`src/rtl/rgb_lookup_arbiter.sv`:
```
// Two-requester round-robin front end for a shared 8x24 colour BRAM.
// Define RGB_ARB_FIXED_PRIORITY_EN to make requester 0 win every contest.
module rgb_lookup_arbiter #(
   parameter int BRAM_LAT = 1,
   parameter int DEPTH    = 4
) (
   input  logic        clk,
   input  logic        rst,
   input  logic        req0_valid,
   input  logic [2:0]  req0_colour,
   output logic        req0_ready,
   input  logic        req1_valid,
   input  logic [2:0]  req1_colour,
   output logic        req1_ready,
   output logic        resp_valid,
   output logic        resp_id,
   output logic [23:0] resp_rgb,
   input  logic        resp_ready,
   output logic        bram_en,
   output logic [2:0]  bram_addr,
   input  logic [23:0] bram_dout
);

   localparam int AW = $clog2(DEPTH);
   localparam int CW = AW + 1;

   logic [AW-1:0]       r_wptr;
   logic [AW-1:0]       r_rptr;
   logic [CW-1:0]       r_count;
   logic [23:0]         r_mem_rgb [DEPTH];
   logic                r_mem_id  [DEPTH];
   logic [BRAM_LAT-1:0] r_pv;
   logic [BRAM_LAT-1:0] r_pid;
   logic [2:0]          r_addr;

   logic          w_any;
   logic          w_sel;
   logic          w_issue_ok;
   logic          w_go;
   logic          w_push;
   logic          w_push_id;
   logic          w_pop;
   logic [2:0]    w_colour;
   logic [CW-1:0] w_inflight;
   logic [CW:0]   w_credits;

   // Credits cover both FIFO entries and reads still inside the BRAM.
   always_comb begin
      w_inflight = '0;
      for (int i = 0; i < BRAM_LAT; i++)
         w_inflight = w_inflight + CW'(r_pv[i]);
   end

   assign w_credits  = {1'b0, r_count} + {1'b0, w_inflight};
   assign w_issue_ok = w_credits < (CW+1)'(DEPTH);

`ifdef RGB_ARB_FIXED_PRIORITY_EN
   assign w_sel = ~req0_valid;
`else
   logic r_last;

   always_comb begin
      if (req0_valid && req1_valid)
         w_sel = ~r_last;
      else
         w_sel = ~req0_valid;
   end

   always_ff @(posedge clk) begin
      if (rst)
         r_last <= 1'b1;
      else if (w_go)
         r_last <= w_sel;
   end
`endif

   assign w_any      = req0_valid | req1_valid;
   assign w_go       = w_any & w_issue_ok & ~rst;
   assign w_colour   = w_sel ? req1_colour : req0_colour;
   assign req0_ready = w_go & ~w_sel;
   assign req1_ready = w_go & w_sel;
   assign bram_en    = w_go;
   assign bram_addr  = w_go ? w_colour : r_addr;

   always_ff @(posedge clk) begin
      if (rst)
         r_addr <= '0;
      else if (w_go)
         r_addr <= w_colour;
   end

   // Tag pipeline tracks each read through the BRAM latency.
   always_ff @(posedge clk) begin
      if (rst) begin
         r_pv  <= '0;
         r_pid <= '0;
      end else begin
         r_pv[0]  <= w_go;
         r_pid[0] <= w_sel;
         for (int i = 1; i < BRAM_LAT; i++) begin
            r_pv[i]  <= r_pv[i-1];
            r_pid[i] <= r_pid[i-1];
         end
      end
   end

   assign w_push    = r_pv[BRAM_LAT-1];
   assign w_push_id = r_pid[BRAM_LAT-1];
   assign w_pop     = resp_valid & resp_ready;

   always_ff @(posedge clk) begin
      if (!rst && w_push) begin
         r_mem_rgb[r_wptr] <= bram_dout;
         r_mem_id[r_wptr]  <= w_push_id;
      end
   end

   always_ff @(posedge clk) begin
      if (rst) begin
         r_wptr  <= '0;
         r_rptr  <= '0;
         r_count <= '0;
      end else begin
         if (w_push)
            r_wptr <= r_wptr + 1'b1;
         if (w_pop)
            r_rptr <= r_rptr + 1'b1;
         r_count <= r_count + CW'(w_push) - CW'(w_pop);
      end
   end

   assign resp_valid = (r_count != '0);
   assign resp_rgb   = resp_valid ? r_mem_rgb[r_rptr] : 24'h0;
   assign resp_id    = resp_valid ? r_mem_id[r_rptr] : 1'b0;

endmodule

```
`config.mk`:
```
export PLATFORM = sky130hd
export DESIGN_NAME = rgb_lookup_arbiter
export DESIGN_NICKNAME = d
export VERILOG_FILES = /design/src/rtl/rgb_lookup_arbiter.sv
export SDC_FILE = /design/constraint.sdc
export NUM_CORES = 1
export LEC_CHECK = 0
export ABC_AREA = 1
export BUFFER_PORTS_ARGS = -buffer_cell sky130_fd_sc_hd__buf_2
export CORE_MARGIN = 10
export CORE_UTILIZATION = 40
export CTS_CLUSTER_DIAMETER = 100
export DETAILED_ROUTE_END_ITERATION = 6
export GPL_ROUTABILITY_DRIVEN = 0
export PLACE_DENSITY = 0.6
export SLEW_MARGIN = 20
export SYNTH_ARGS = -nofsm -noshare
export SYNTH_HDL_FRONTEND = slang
export SYNTH_SLANG_ARGS = --single-unit
```
`constraint.sdc`:
```
create_clock -name clk -period 3.4 [get_ports clk]
set_clock_uncertainty 0.05 [all_clocks]
set_input_delay 0.34 -clock clk [delete_from_list [all_inputs] [get_ports clk]]
set_output_delay 0.34 -clock clk [all_outputs]
set_load 0.01 [all_outputs]
```
==> Word-level counts from Yosys, hierarchy flattened <==
Memory sizes are Yosys's and may differ from the RTL's. A register that Yosys moved wholly into a read port is not among the register bits.
Cells that the tools add are included.
{ "word_totals": {"n_memories": 2, "input_bits": 35, "ramBits": 100, "wordCells": 40, "reg_bits": 13, "out_inout_bits": 32} }
{ "memory_table": {"columns": ["name", "words", "word_bits", "rd", "rd_clocked_by_memory_dff", "write_ports", "line_no", "source"], "rows": [
  ["r_mem_rgb", 4, 24, 1, 1, 1, "30", "logic [23:0] r_mem_rgb [DEPTH];"],
  ["r_mem_id", 4, 1, 1, 1, 1, "31", "logic r_mem_id [DEPTH];"]
]} }
{ "op_classes": {"addsub": 5, "muxes": 11, "n_lt_le_gt_ge": 1, "n_bitwise": 10, "n_reduce_logical": 4} }
{ "ops": {"columns": ["operator", "count"], "rows": [
  ["two-way mux 24 bit", 1],
  ["two-way mux 2 bit", 4],
  ["two-way mux 3 bit", 2],
  ["AND 1 bit", 5],
  ["adder 2 x 1 -> 2 bit (second input constant)", 2],
  ["adder 3 x 1 -> 4 bit", 1],
  ["< comparator 4 x 3 -> 1 bit (second input constant)", 1],
  ["two-way mux 1 bit", 4],
  ["inverter 1 bit", 4],
  ["adder 3 x 1 -> 3 bit", 1],
  ["nonzero test 3 bit", 1],
  ["subtractor 3 x 1 -> 3 bit", 1],
  ["logical AND 1 bit", 2],
  ["zero test 1 bit", 1],
  ["bitwise OR 1 bit", 1]
]} }

==> Longest topological paths before layout <==
Gate-level depths: netlist of the first run.
{ "depth": {"word_depth": 5, "depth_mapped": 9} }

==> Worst setup path after synthesis of the first run <==
No wires, ideal clock.
{ "synth_path": {"path_kind": "in2reg", "startpoint": "in rst", "endpoint": "mem r_mem_id[0] (enable)", "path_slack_ns": 1.125, "t_required_ns": 2.943, "setup_time_ns": 0.407, "path_stages": 4, "arrival_ns": 1.819, "cell_sequence": "buf_2 > inv_2 > nand2_1 > nor2_1"} }
{ "synth_via": {"elab_chain_len": 4} }
{ "synth_lines": {"columns": ["item", "line_no", "source"], "rows": [
  ["from (decl)", "8", "input logic rst,"],
  ["zero test 1 bit", "112", "if (!rst && w_push) begin"],
  ["logical AND 1 bit", "112", null],
  ["two-way mux 1 bit", "112", null],
  ["two-way mux 1 bit (implied by the code)", "114", "r_mem_id[r_wptr] <= w_push_id;"],
  ["to (decl)", "31", null]
]} }
Every way passes these cells.

==> results.sh, run 1 <==
export IMPL_vias=3017
export IMPL_rows=39
export IMPL_io_buffers=66
export IMPL_clk_latency_ns=0.40
export IMPL_holdPathStages=1
export IMPL_min_path_type="in2reg"
export IMPL_slew_headroom_pct=43.26
export IMPL_async_flop_share_pct=0
export IMPL_cts_max_path_buffers=2
export IMPL_synthTopCellsByCount="112 x nor2_1, 100 x edfxtp_1, 49 x o21ai_0, 30 x a21oi_1, 27 x inv_1"
export IMPL_final_cells=633
export IMPL_avgViaCountPerCell=4.766
export IMPL_dpl_cell_area_um2=5169
export IMPL_ff2ff_setup_slack_ns=1.34
export IMPL_cts_resized=0
export IMPL_synth_area_leaders="edfxtp_1 64%, nor2_1 9.0%, dfxtp_1 6.4%"
export IMPL_rsz0062_at_grt="no"
export IMPL_ioPinCount=67
export IMPL_start_kind="register"
export IMPL_hpwl_um=5914
export IMPL_drc_errors=0
export IMPL_antenna_found_initial=2
export IMPL_critPathMaxFanout=26
export IMPL_synth_most_common_cell="nor2_1"
export IMPL_yosysTopAreaCell="edfxtp_1"
export IMPL_worstPathArrival_ns=1.95
export IMPL_required_ns=3.01
export IMPL_yosysTopAreaCellShare_pct=63.98
export IMPL_clk_pin_slew_ns=0.05
export IMPL_r2r_cells=9
export IMPL_crit_family="buffers and inverters"
export IMPL_synth_cell_types=23
export IMPL_yosysWarnings=0
export IMPL_min_period_ns=2.345
export IMPL_worst_path_max_delay_cell="dfxtp_1"
export IMPL_postCtsSetupRepairBufs=0
export IMPL_drive_gt1_share_pct=24.13
export IMPL_ir_drop_v=0.0004852
export IMPL_grt_max_degree=51
export IMPL_synth_edf_count=100
export IMPL_status="finished, final reports clean"
export IMPL_die_x_um=128.3
export IMPL_slew_violations=0
export IMPL_gr_total_overflow=0
export IMPL_tightest_slew_ns=0.8491
export IMPL_fmax_mhz=426.5
export IMPL_nets=519
export IMPL_synth_fp_nets=450
export IMPL_drtIter0Drc=151
export IMPL_avgSynthCellArea_um2=11.53
export IMPL_core_um2=11470
export IMPL_worstHoldEndpoint="r_mem_rgb[2][0]$_DFFE_PP_"
export IMPL_grt_pass1_wl_um=15790
export IMPL_netlist_area_um2=4693
export IMPL_max_cap_violations=0
export IMPL_reg2reg_from="r_count[1]$_SDFF_PP0_"
export IMPL_holdWs_ns=0.1130
export IMPL_end_kind="output port"
export IMPL_area_growth_syn_to_layout_pct=21.43
export IMPL_finalCritPeriodShare_pct=68.97
export IMPL_wire_per_inst_um=15.18
export IMPL_clock_sinks=115
export IMPL_report_final_hold_viol_count=0
export IMPL_synth_seq_area_share_pct=70.38
export IMPL_path_class="reg2out"
export IMPL_die_area_um2=16470
export IMPL_final_setup_viol_count=0
export IMPL_tns_ns=0
export IMPL_htreeDepth=4
export IMPL_design_area_um2=5699
export IMPL_slowest_delay_ns=0.30
export IMPL_initial_core_util_pct=40.93
export IMPL_fillers=1014
export IMPL_cts_root_buf="clkbuf_16"
export IMPL_synth_seq_cells=115
export IMPL_cts_made_buffers=17
export IMPL_grt_pass1_vias=3201
export IMPL_dp_cells=600
export IMPL_timing_rr_end="r_count[2]$_SDFF_PP0_"
export IMPL_ctsHoldBuffers=0
export IMPL_cts_tree="done"
export IMPL_drt_pass1_iterations=6
export IMPL_critPathBufInv=3
export IMPL_p_leak_nw=2.205
export IMPL_detail_route_antenna_nets=0
export IMPL_power_density_nw_per_um2=745.2
export IMPL_crit_chain="buf_4 -> inv_2 -> nor2_1 -> o21ai_0 -> a21oi_1 -> buf_2"
export IMPL_hp_start="bram_dout[0]"
export IMPL_wl_um=9606
export IMPL_syn_inst=407
export IMPL_grt_usage_pct=12.18
export IMPL_ys_flop_type="edfxtp_1"
export IMPL_die_h_um=128.3
export IMPL_total_power_mw=4.247
-- report_power, final --
group          internal [mW]  leakage [nW]  switching [mW]
Combinational          0.351         0.927           0.671
Sequential              1.63          1.03          0.0456
Clock                  0.987         0.248           0.565
-- worst reg2reg max path, stage by stage (launching register included) --
cell and delay [ns]:
dfxtp_1 0.45, nor3_4 0.08, nor2_1 0.25, ha_1 0.29
inv_1 0.06, ha_1 0.13, inv_1 0.05, fa_1 0.38
xnor2_1 0.17, nor2_1 0.05
-- placed cells by master, fill, tap and decap left out --
master	synthesis	layout
fa_1	1	1
ha_1	7	7
nor2_1	112	108
nor3_4	1	1
edfxtp_1	100	100
nand3_4	1	1
inv_1	27	27
buf_4	0	3
inv_2	4	4
nand2_2	8	8
clkinvlp_4	0	4
nand2_1	12	12
nand3b_1	3	3
clkbuf_16	0	17
dfxtp_1	15	14
nand3_1	3	3
clkinv_2	0	4
buf_2	13	66
xor2_1	1	1
nor2_4	1	5
o21ai_1	6	6
diode_2	0	1
bufinv_16	0	1
nor2_2	3	3
a21oi_1	30	30
nand4_1	3	3
xnor2_1	1	1
clkbuf_1	6	3
clkinv_1	0	3
dfxtp_2	0	1
o21ai_0	49	49
-- metrics by stage --
step	worst slack [ns]	util (%)
floorplan	1.125	-
global placement	1.335	45.07
detailed placement	1.259	45.07
CTS	1.018	49.68
global route	0.8743	49.68
finish	1.055	49.70
-- kinds of logic after synthesis --
kind of cell             count (synthesis)  synth area share (%)
AND/OR/NAND/NOR                        147                 13.54
XOR/XNOR                                 2                0.3733
buffers and inverters                   50                 4.345
flip-flops                             115                 70.38
AO/OA/AOI/OAI                           85                 9.064
adder cells (fa/ha/maj)                  8                 2.293
-- worst max path at each step --
stage | startpoint | depth (start not counted) | slack [ns] | end
detailed placement | rst | 4 | 1.26 | r_mem_rgb[0][12]$_DFFE_PP_
floorplan | rst | 4 | 1.12 | r_mem_id[0]$_DFFE_PP_
global placement | rst | 4 | 1.33 | r_mem_rgb[1][11]$_DFFE_PP_
global route | register | 6 | 0.87 | resp_rgb[4]
CTS | register | 6 | 1.02 | resp_rgb[3]
finish | register | 6 | 1.06 | resp_rgb[3]
-- final cells by class --
type                       count  area (um2)  area share [%]
clock buffer                  20       436.7           7.662
multi-input combinational    242        1216           21.34
timing repair buffer          69       352.8           6.191
inverter                      31       116.4           2.042
antenna                        1       2.502         0.04391
tap                          143       178.9           3.139
sequential                   115        3304           57.98
clock inverter                12       91.34           1.603
-- per-layer routing --
metal  global-route usage (%)  part of all wire [%]
met4                    4.901                  0.90
met1                    13.26                    44
met3                    5.170                   7.5
met5                        0                     0
met2                    20.52                    48
-- flip-flops by register name (all words and copies together), names as in the netlist, named ones only --
| name | flops |
|---|---|
| r_addr | 3 |
| r_count | 3 |
| r_last | 1 |
| r_mem_id | 4 |
| r_mem_rgb | 96 |
| r_pid | 1 |
| r_pv | 1 |
| r_rptr | 2 |
| r_wptr | 2 |
Note: power is estimated with default switching activity, not from simulation.
==> run 2: changes to the inputs <==
--- a/config.mk
+++ b/config.mk
@@ -12,7 +12,7 @@
 export CTS_CLUSTER_DIAMETER = 100
 export DETAILED_ROUTE_END_ITERATION = 6
 export GPL_ROUTABILITY_DRIVEN = 0
-export PLACE_DENSITY = 0.6
+export PLACE_DENSITY = 0.62
 export SLEW_MARGIN = 20
 export SYNTH_ARGS = -nofsm -noshare
 export SYNTH_HDL_FRONTEND = slang
==> constraint.sdc (replaced) <==
create_clock -name clk -period 2 [get_ports clk]
set_clock_uncertainty 0.05 [all_clocks]
set_input_delay 0.2 -clock clk [delete_from_list [all_inputs] [get_ports clk]]
set_output_delay 0.2 -clock clk [all_outputs]
set_load 0.01 [all_outputs]
==> run 2 against run 1 <==
Net effect:
- worst setup slack got worse by 0.98 ns
- register-to-register slack got worse by 1.3 ns
- final cell count rose by 5.8%
- largest power group is now clock
- total power rose by 84%
- largest cell class unchanged
- combinational power rose by 97%
==> results.sh, run 2 (synthesis gave the netlist of run 1 again) <==
export IMPL_slowest_delay_ns=0.37
export IMPL_grt_usage_pct=12.82
export IMPL_top_register="r_mem_rgb"
export IMPL_start_kind="register"
export IMPL_gr_total_overflow=0
export IMPL_worstPathArrival_ns=1.67
export IMPL_grt_pass1_wl_um=16400
export IMPL_wl_um=10190
export IMPL_fillers=966
export IMPL_die_area_um2=16470
export IMPL_drc_errors=0
export IMPL_largest_register_ffs=96
export IMPL_cts_made_buffers=17
export IMPL_worst_slack_ns=0.07883
export IMPL_p_leak_nw=2.442
export IMPL_total_power_mw=7.796
export IMPL_hpwl_um=6110
export IMPL_slew_headroom_pct=75.76
export IMPL_nets=557
export IMPL_die_x_um=128.3
export IMPL_status="finished, final reports clean"
export IMPL_io_buffers=66
export IMPL_ioPinCount=67
export IMPL_final_setup_viol_count=0
export IMPL_drive_gt1_share_pct=27.51
export IMPL_drt_pass1_iterations=4
export IMPL_critPathMaxFanout=7
export IMPL_crit_family="simple AND/OR/NAND/NOR gates"
export IMPL_clk_latency_ns=0.40
export IMPL_area_growth_syn_to_layout_pct=32.98
export IMPL_n_antenna_cell=0
export IMPL_fmax_mhz=520.5
export IMPL_power_density_nw_per_um2=1249
export IMPL_clk_pin_slew_ns=0.05
export IMPL_drtIter0Drc=191
export IMPL_cts_tree="done"
export IMPL_rows=39
export IMPL_clock_sinks=115
export IMPL_detail_route_antenna_nets=0
export IMPL_vias=3223
export IMPL_timing_critical_path_mode_cell="nand2_2"
export IMPL_avgViaCountPerCell=4.810
export IMPL_layout_commonest_cell="nor2_1"
export IMPL_min_period_ns=1.921
export IMPL_layout_common_cells="107 x nor2_1, 100 x edfxtp_1, 63 x buf_2, 49 x o21ai_0, 29 x a21oi_1"
export IMPL_cts_root_buf="clkbuf_16"
export IMPL_worst_path_max_delay_cell="dfxtp_4"
export IMPL_dp_slack_ns=0.1071
export IMPL_dp_cells=610
export IMPL_final_cells=670
export IMPL_report_final_hold_viol_count=0
export IMPL_htreeDepth=4
export IMPL_ff2ff_setup_slack_ns=0.08
export IMPL_end_kind="output port"
export IMPL_path_class="reg2out"
export IMPL_tightest_slew_ns=0.3636
export IMPL_critPathBufInv=2
export IMPL_ir_drop_v=0.0006851
export IMPL_finalCritPeriodShare_pct=96.06
export IMPL_largest_registers="r_mem_rgb: 96 flops, r_mem_id: 4 flops"
export IMPL_crit_chain="ha_4 -> nand3_2 -> nand2_2 -> nor2_4 -> nand3_4 -> nand2_2 -> nand2_2 -> inv_2 -> buf_6"
export IMPL_core_um2=11470
export IMPL_slew_violations=0
export IMPL_cts_max_path_buffers=2
export IMPL_rsz0062_at_grt="yes"
export IMPL_wire_per_inst_um=15.21
export IMPL_initial_core_util_pct=40.93
export IMPL_min_path_type="in2reg"
export IMPL_die_h_um=128.3
export IMPL_grt_pass1_vias=3288
export IMPL_required_ns=1.75
export IMPL_grt_max_degree=31
export IMPL_max_cap_violations=0
export IMPL_antenna_found_initial=0
## run 2: metrics by stage
step	hold slack (ns)	setup TNS [ns]	area (um2)	util, %
final	0.06913	0	6241	54.42
after global routing	0.07705	-0.08400	6241	54.42
after CTS	0.06001	-0.01186	6118	53.36
after detailed placement	0.3704	0	5286	46.10
after global placement	0.3642	0	5286	46.10
after floorplan	0.2489	-13.55	4693	-
## run 2: area by class of cell
class                   count  area [um2]  share of cell area, %
multi-input cells         242        1227                  19.67
clock buffers              20       436.7                  6.997
inverters                  31       121.4                  1.945
clock inverters            12       138.9                  2.225
repair buffers            107       822.0                  13.17
flip-flops and latches    115        3316                  53.13
well taps                 143       178.9                  2.867
## run 2: repair_timing
item | in CTS | in global routing
endpoints found under the setup margin | 9 | 9
buffers inserted | 2 | 2
cloned | 0 | 1
pin swaps | 3 | 11
endpoints found under the hold margin | 96 | 0
hold buffers | 24 | 0
gates resized for setup | 4 | 23
## run 2: layer usage
metal	wire length, um	vias up	GRT usage (%)
li1	-	1607	-
met1	4560	1527	15.57
met3	641	7	5.418
met5	0	-	0
met4	78	0	4.768
met2	4913	82	19.92
## run 2: final timing paths
path,depth (start not counted),end,startpoint
worst max register to register,10,r_count[2]$_SDFF_PP0_,r_count[1]$_SDFF_PP0_
worst min-delay path,2,r_count[2]$_SDFF_PP0_,rst
worst max-delay path,9,bram_addr[1],r_count[2]$_SDFF_PP0_
worst min register to register,0,r_mem_id[1]$_DFFE_PP_,r_pid$_SDFF_PP0_
## run 2: report_power, final
part	switching (mW)	internal, mW	total [mW]
registers	0.104	2.78	2.88
clock network	0.966	1.93	2.90
logic	1.20	0.816	2.01
